--- src/rtl/inst_sram_rsp_pkg.sv ---
// ============================================================================
// Module   : inst_sram_rsp_pkg
// Brief    : Shared types and constants for the instruction SRAM responder.
// Revision : 1.0
// ============================================================================
`default_nettype none

package inst_sram_rsp_pkg;

    typedef enum logic {
        IDLE   = 1'b0,
        ACCESS = 1'b1
    } state_e;

    localparam logic [31:0] NOP               = 32'h0000_0000;
    localparam logic [31:0] ADDR_BASE_DEFAULT = 32'h8000_0000;

    // Pin levels while the SRAM is not being read
    localparam logic       SRAM_CE_N_OFF = 1'b1;
    localparam logic       SRAM_OE_N_OFF = 1'b1;
    localparam logic       SRAM_WE_N_OFF = 1'b1;
    localparam logic [3:0] SRAM_BE_N_OFF = 4'hF;

endpackage : inst_sram_rsp_pkg

`default_nettype wire

--- src/rtl/inst_sram_rsp.sv ---
// ============================================================================
// Module   : inst_sram_rsp
// Brief    : Instruction-fetch responder driving a read-only base SRAM port.
// Revision : 1.0
// ============================================================================
`default_nettype none

module inst_sram_rsp
    import inst_sram_rsp_pkg::*;
#(
    parameter int          WAIT_STATES = 1,
    parameter logic [31:0] ADDR_BASE   = ADDR_BASE_DEFAULT,
    parameter int          SRAM_AW     = 20
) (
    input  logic               clk,
    input  logic               rst,
    input  logic               ce_i,
    input  logic [31:0]        pc_i,
    input  logic               branch_flag_i,
    output logic [31:0]        inst_o,
    output logic [31:0]        inst_pc_o,
    output logic               inst_valid_o,
    output logic               addr_err_o,
    output logic               stall_req_o,
    output logic [SRAM_AW-1:0] sram_addr_o,
    output logic               sram_ce_n_o,
    output logic               sram_oe_n_o,
    output logic               sram_we_n_o,
    output logic [3:0]         sram_be_n_o,
    input  logic [31:0]        sram_data_i
);

    localparam logic [2:0] WAIT_INIT = 3'(WAIT_STATES);

    state_e             state_q, state_d;
    logic [2:0]         cnt_q, cnt_d;
    logic               drop_q, drop_d;
    logic               err_pend_q, err_pend_d;
    logic [31:0]        pc_q, pc_d;
    logic [31:0]        inst_q, inst_d;
    logic [31:0]        inst_pc_q, inst_pc_d;
    logic               valid_q, valid_d;
    logic               err_q, err_d;
    logic [SRAM_AW-1:0] addr_q, addr_d;
    logic               ce_n_q, ce_n_d;
    logic               oe_n_q, oe_n_d;
    logic [3:0]         be_n_q, be_n_d;

    logic [32:0] diff;
    logic [31:0] above_window;
    logic        legal;
    logic        accept;
    logic        cmpl_strobe;

    // Bit 32 of the widened difference is the borrow: pc below the window
    assign diff         = {1'b0, pc_i} - {1'b0, ADDR_BASE};
    assign above_window = diff[31:0] >> (SRAM_AW + 2);
    assign legal        = !diff[32] && (above_window == 32'h0) && (pc_i[1:0] == 2'b00);
    assign accept       = ce_i && ((state_q == IDLE) || (cnt_q == 3'd0));

    always_ff @(posedge clk or negedge rst) begin
        if (!rst) begin
            state_q <= IDLE;
        end else begin
            state_q <= state_d;
        end
    end

    always_comb begin
        state_d     = state_q;
        cnt_d       = cnt_q;
        drop_d      = drop_q;
        err_pend_d  = err_pend_q;
        pc_d        = pc_q;
        inst_d      = inst_q;
        inst_pc_d   = inst_pc_q;
        valid_d     = 1'b0;
        err_d       = 1'b0;
        addr_d      = addr_q;
        ce_n_d      = ce_n_q;
        oe_n_d      = oe_n_q;
        be_n_d      = be_n_q;
        cmpl_strobe = 1'b0;

        if (state_q == ACCESS) begin
            if (cnt_q != 3'd0) begin
                cnt_d = cnt_q - 3'd1;
                if (branch_flag_i) begin
                    drop_d = 1'b1;
                end
            end else begin
                if (!drop_q && !branch_flag_i) begin
                    cmpl_strobe = 1'b1;
                    valid_d     = 1'b1;
                    err_d       = err_pend_q;
                    inst_d      = err_pend_q ? NOP : sram_data_i;
                    inst_pc_d   = pc_q;
                end
                state_d    = IDLE;
                err_pend_d = 1'b0;
                ce_n_d     = SRAM_CE_N_OFF;
                oe_n_d     = SRAM_OE_N_OFF;
                be_n_d     = SRAM_BE_N_OFF;
            end
        end

        if (accept) begin
            drop_d = 1'b0;
            pc_d   = pc_i;
            if (legal) begin
                state_d    = ACCESS;
                cnt_d      = WAIT_INIT;
                err_pend_d = 1'b0;
                addr_d     = diff[SRAM_AW+1:2];
                ce_n_d     = 1'b0;
                oe_n_d     = 1'b0;
                be_n_d     = 4'h0;
            end else if (cmpl_strobe) begin
                // Strobe slot is taken by the completing fetch: report the
                // error one cycle later through a pin-less zero-wait access.
                state_d    = ACCESS;
                cnt_d      = 3'd0;
                err_pend_d = 1'b1;
            end else begin
                valid_d   = 1'b1;
                err_d     = 1'b1;
                inst_d    = NOP;
                inst_pc_d = pc_i;
            end
        end
    end

    always_ff @(posedge clk or negedge rst) begin
        if (!rst) begin
            cnt_q      <= 3'd0;
            drop_q     <= 1'b0;
            err_pend_q <= 1'b0;
            pc_q       <= 32'h0;
            inst_q     <= NOP;
            inst_pc_q  <= 32'h0;
            valid_q    <= 1'b0;
            err_q      <= 1'b0;
            addr_q     <= '0;
            ce_n_q     <= SRAM_CE_N_OFF;
            oe_n_q     <= SRAM_OE_N_OFF;
            be_n_q     <= SRAM_BE_N_OFF;
        end else begin
            cnt_q      <= cnt_d;
            drop_q     <= drop_d;
            err_pend_q <= err_pend_d;
            pc_q       <= pc_d;
            inst_q     <= inst_d;
            inst_pc_q  <= inst_pc_d;
            valid_q    <= valid_d;
            err_q      <= err_d;
            addr_q     <= addr_d;
            ce_n_q     <= ce_n_d;
            oe_n_q     <= oe_n_d;
            be_n_q     <= be_n_d;
        end
    end

    assign stall_req_o  = (state_q == ACCESS) && (cnt_q != 3'd0);
    assign inst_o       = inst_q;
    assign inst_pc_o    = inst_pc_q;
    assign inst_valid_o = valid_q;
    assign addr_err_o   = err_q;
    assign sram_addr_o  = addr_q;
    assign sram_ce_n_o  = ce_n_q;
    assign sram_oe_n_o  = oe_n_q;
    assign sram_we_n_o  = SRAM_WE_N_OFF;
    assign sram_be_n_o  = be_n_q;

endmodule : inst_sram_rsp

`default_nettype wire

--- config.mk ---
export PLATFORM = sky130hd
export DESIGN_NAME = inst_sram_rsp
export DESIGN_NICKNAME = d
export VERILOG_FILES = /design/src/rtl/inst_sram_rsp_pkg.sv /design/src/rtl/inst_sram_rsp.sv
export SDC_FILE = /design/constraint.sdc
export NUM_CORES = 1
export LEC_CHECK = 0
export ABC_AREA = 1
export CORE_ASPECT_RATIO = 1.4
export CORE_MARGIN = 1.5
export CORE_UTILIZATION = 30
export DETAILED_ROUTE_END_ITERATION = 8
export PLACE_DENSITY = 0.63
export SYNTH_ARGS = -nofsm -noshare
export SYNTH_HDL_FRONTEND = slang
export SYNTH_SLANG_ARGS = --single-unit
--- constraint.sdc ---
create_clock -name clk -period 2.6 [get_ports clk]
set_input_delay 0.39 -clock clk [delete_from_list [all_inputs] [get_ports clk]]
set_output_delay 0.39 -clock clk [all_outputs]
set_load 0.05 [all_outputs]
Word level (Yosys, flattened, before mapping)
Cells that the tools add are included.
Widths: inputs -> output; s select.
- flip-flop bits (word level): 130
- output and inout bits: 94
- word-level logic and storage cells: 89
- $add $sub $neg: 2
- mux-type cells: 55
- bitwise logic cells: 1
- reduce and logical (&&, ||, !) cells: 18
- operators with widths (kind ; number):
    $mux 32 ; 13
    $mux 1 ; 33
    $sub 32x32->33 const B ; 1
    $logic_not 32->1 ; 1
    $mux 4 ; 4
    $mux 3 ; 5
    $reduce_bool 2->1 ; 3
    $logic_and 1x1->1 ; 5
    $logic_not 1->1 ; 3
    $logic_not 3->1 ; 1
    $reduce_and 3->1 ; 1
    $reduce_bool 3->1 ; 1
    $sub 3x1->3 const B ; 1
    $logic_not 2->1 ; 1
    $reduce_and 2->1 ; 1
    $logic_or 1x1->1 ; 1
    $not 1->1 ; 1

Logic depth before layout (Yosys ltp)
- word-level depth: 8
- gate-level depth with buffers: 11

Worst setup path after synthesis
No wires, ideal clock.
- path type: flip-flop to flip-flop
- start point: register cnt_q[0]
- end point: register inst_pc_q[26], in the netlist inst_pc_o[26]
- arrival time: 1510 ps
- data required time: 2483 ps
- path slack: 972 ps
- cell stages (with the launch flop): 12
- path buffers: 2
- period minus slack after synthesis: 1628 ps
- cell sequence: dfrtp_1 inv_1 ha_1 inv_1 nor2_1 nand3_4 buf_6 buf_2 nand2_1 nand2_1 nand3_1 nand2_1
- longest elaborated chain between the ends: 6
- elaborated cells between the ends (all ways): 11
- ends and longest elaborated chain (element ; line ; text):
    from (decl) ; inst_sram_rsp.sv:36 ; logic [2:0] cnt_q, cnt_d;
    from (signal assigned) ; inst_sram_rsp.sv:148 ; cnt_q <= cnt_d;
    $reduce_bool 3->1 ; inst_sram_rsp.sv:86 ; if (cnt_q != 3'd0) begin
    $mux 32 or $mux 1 (tied branches) ; inst_sram_rsp.sv:86 ;
    $mux 32 or $mux 1 (tied branches) ; inst_sram_rsp.sv:85 ; if (state_q == ACCESS) begin
    $mux 32 ; inst_sram_rsp.sv:118 ; end else if (cmpl_strobe) begin
    $mux 32 ; inst_sram_rsp.sv:110 ; if (legal) begin
    $mux 32 (*) ; inst_sram_rsp.sv:107 ; if (accept) begin
    net inst_pc_d[26] ; inst_sram_rsp.sv:41 ; logic [31:0] inst_pc_q, inst_pc_d;
    to (signal assigned) ; inst_sram_rsp.sv:153 ; inst_pc_q <= inst_pc_d;
    to (decl) ; inst_sram_rsp.sv:41 ;
The timed path passes the listed nets; every way through them passes the cells marked *.
A chain may end at the register's enable or synchronous reset.

Worst setup path after layout
- start point: register cnt_q[0]
- end point: output stall_req_o
- longest elaborated chain between the ends: 2
- ends and longest elaborated chain (element ; line ; text):
    $reduce_bool 3->1 ; inst_sram_rsp.sv:163 ; assign stall_req_o = (state_q == ACCESS) && (cnt_q != 3'd0);
    $logic_and 1x1->1 ; inst_sram_rsp.sv:163 ;
    to (decl) ; inst_sram_rsp.sv:24 ; output logic stall_req_o,
Every way passes these cells.

==> impl_metrics.ini <==
[routing]
vias_per_cell = 4.50
postRouteAntennaNets = 0
wl_per_cell_um = 14.3
drt_iter0_drc = 318
dr_total_vias = 5379
dr.pass1.iters = 5
drc = 0
wirelength_mm = 17.1

[yosys]
synthTopCellsByArea = dfrtp_1, nand2_1, nand3_1, inv_1, dfstp_2
synthCells = 772
synth.distinct_cells = 29
synth.net_count = 842
ys_warn_count = 0
syn_area_mm2 = 0.00607
syn_avg_cell_area_um2 = 7.87
yosys.area.top_type = dfrtp_1
synth-seq-cells = 130
yosysSeqAreaShare = 0.537
synth_top_cell_area_share = 0.511

[grt]
overflow = 0
grt_pass1_wl_mm = 27.1
grt_max_degree = 53
grt_usage = 0.168
grt_pass1_vias = 5148
antenna_found_initial = 1

[power]
swShare = 0.266
comb_power_share = 0.134
power-per-cell-area_mw_per_mm2 = 602
p_int_mw = 3.77
vdd_drop_max_mv = 0.332
switching_power_mw = 1.37
seq_power_share = 0.422
p_clk_frac = 0.444
power_leakage_nw = 4.44

[floorplan]
initial_core_util = 0.306
row_count = 61
die_area_mm2 = 0.0211
top_level_ports = 162
die_x_um = 123
core_area_mm2 = 0.0198
die_y_um = 171

[cts]
htree_levels = 4
insertion_delay_ns = 0.42
cts_root_buf = clkbuf_16
numCtsBuffers = 17
post_cts_buffers = 0
clk_pin_slew_ns = 0.06
cts.sinks = 130
cts_buffer_depth = 2
tritoncts = done

[sta]
hold_viol = 0
fin_ws_ns = 0.302
clock_skew_ns = 0.00795
setup_viol = 0
fin_crit_ns = 2.30
worstMarginPinSlew_ns = 0.567
period_share = 0.884
setup_tns_ns = 0
max_slew_margin = 0.621
slew_violations = 0
rsz0062_at_grt = false
max_freq_ghz = 0.435

[critical_path]
path_class = reg2out
startpoint = cnt_q[0]
cp.required_ns = 2.21
cp_max_fo = 7
r2r_start = cnt_q[0]
worst_setup_path_start_kind = flop
endpoint_kind = output port
arrival_ns = 1.91

[layout]
final_cell_mix = nand2_1, clkdlybuf4s50_1, dfrtp_1, inv_1, nand3_1
nNetsFinal = 999
synthToLayoutAreaGrowth_pct = 40.4
fillers = 1967
fin_area_mm2 = 0.00853
final_common_cell = nand2_1
drive_above_1_share = 0.0743

[worst_hold_path]
min_from = sram_addr_o[18]
holdCritPathClass = reg2reg

[outcome]
status = complete, no violations

[placement]
pre_cts_ws_ns = 0.342
dpl_cell_area_mm2 = 0.00796
gp_congestion = 0.789
hpwl_mm = 11.8
io_buffer_count = 160

[run]
maxCapViolations = 0
## critical path, stage by stage, from the launching register on
cell and delay (ns):
dfrtp_1 0.35, inv_1 0.07, ha_1 0.24, nand2_2 0.12, nand2_4 0.09, inv_1 0.09
dlygate4sd2_1 0.53
## per-stage QoR
stage / instances / hold WS (ns) / power [mW] / utilization
finish: 1195 / 0.474 / 5.14 / 0.430
global route: 1195 / 0.503 / 5.35 / 0.430
CTS: 1194 / 0.476 / 5.21 / 0.430
detailed placement: 1161 / 0.380 / 2.89 / 0.401
global placement: 1161 / 0.383 / 2.89 / 0.401
floorplan: 772 / 0.0944 / 2.56 / -
## cells by family (layout without fill, tap and decap cells)
logic type,after synthesis,after routing,synth area share
buf+inv,127,297,0.0912
fa+ha+maj,2,2,0.00412
flops,130,130,0.537
compound gates,60,60,0.0562
other cells,1,2,0.000617
simple gates,452,452,0.311
## final timing paths
kind,cells past startpoint,end,slack (ns)
max in group asynchronous,3,sram_ce_n_o,1.36
hold reg to reg,2,sram_addr_o[18],0.47
setup / recovery,6,stall_req_o,0.30
setup reg to reg,11,sram_addr_o[12],0.58
min in group asynchronous,2,sram_addr_o[18],0.51
hold / removal,2,sram_addr_o[18],0.47
## layer usage
metal / wire length [µm] / global-route usage / up-vias
met3: 723 / 0.0405 / 24
met2: 8780 / 0.281 / 119
met1: 7140 / 0.204 / 2528
li1: - / - / 2708
met5: 0 / 0 / -
met4: 462 / 0.0745 / 0
## synth_stat cells, drive strengths merged
master    n
a21oi     3
and3      1
buf      35
clkbuf    8
conb      1
dfrtp   124
dfstp     6
ha        2
inv      84
nand2   357
nand3    70
nand4     9
nor2     14
nor3      1
o21a      6
o21ai    30
o22ai    21
## power groups by stage
stage          logic [mW]  registers (mW)  clock network (mW)
6_report            0.687            2.17                2.28
2_1_floorplan       0.202            2.36                   0
5_1_grt             0.747            2.18                2.42
3_5_place_dp        0.691            2.20                   0
3_3_place_gp        0.687            2.20                   0
4_1_cts             0.696            2.17                2.34
## layout make-up
cell class              count  area (µm²)  area share
flip-flops and latches    130        3260       0.382
well taps                 252         315      0.0370
clock inverters             8        78.8     0.00924
repair buffers            181        1810       0.212
inverters                  84         318      0.0373
clock buffers              24         482      0.0565
diodes                      1        2.50    0.000293
multi-input cells         515        2260       0.265
## sequential cells by signal, summed over array words and instances, names as in the netlist
name and flops:
inst_valid_o 1, addr_err_o 1, pc_q 32, err_pend_q 1, sram_oe_n_o 1, sram_addr_o 20, inst_pc_o 32, drop_q 1
state_q 1, inst_o 32, sram_be_n_o 4, sram_ce_n_o 1, cnt_q 3
## what timing repair did
action,4_1_cts,5_1_grt
hold endpoints to repair,49,0
gates resized for setup,1,0
hold buffers,1,0
setup endpoints to repair,1,0
Note: power is estimated with default switching activity, not from simulation.
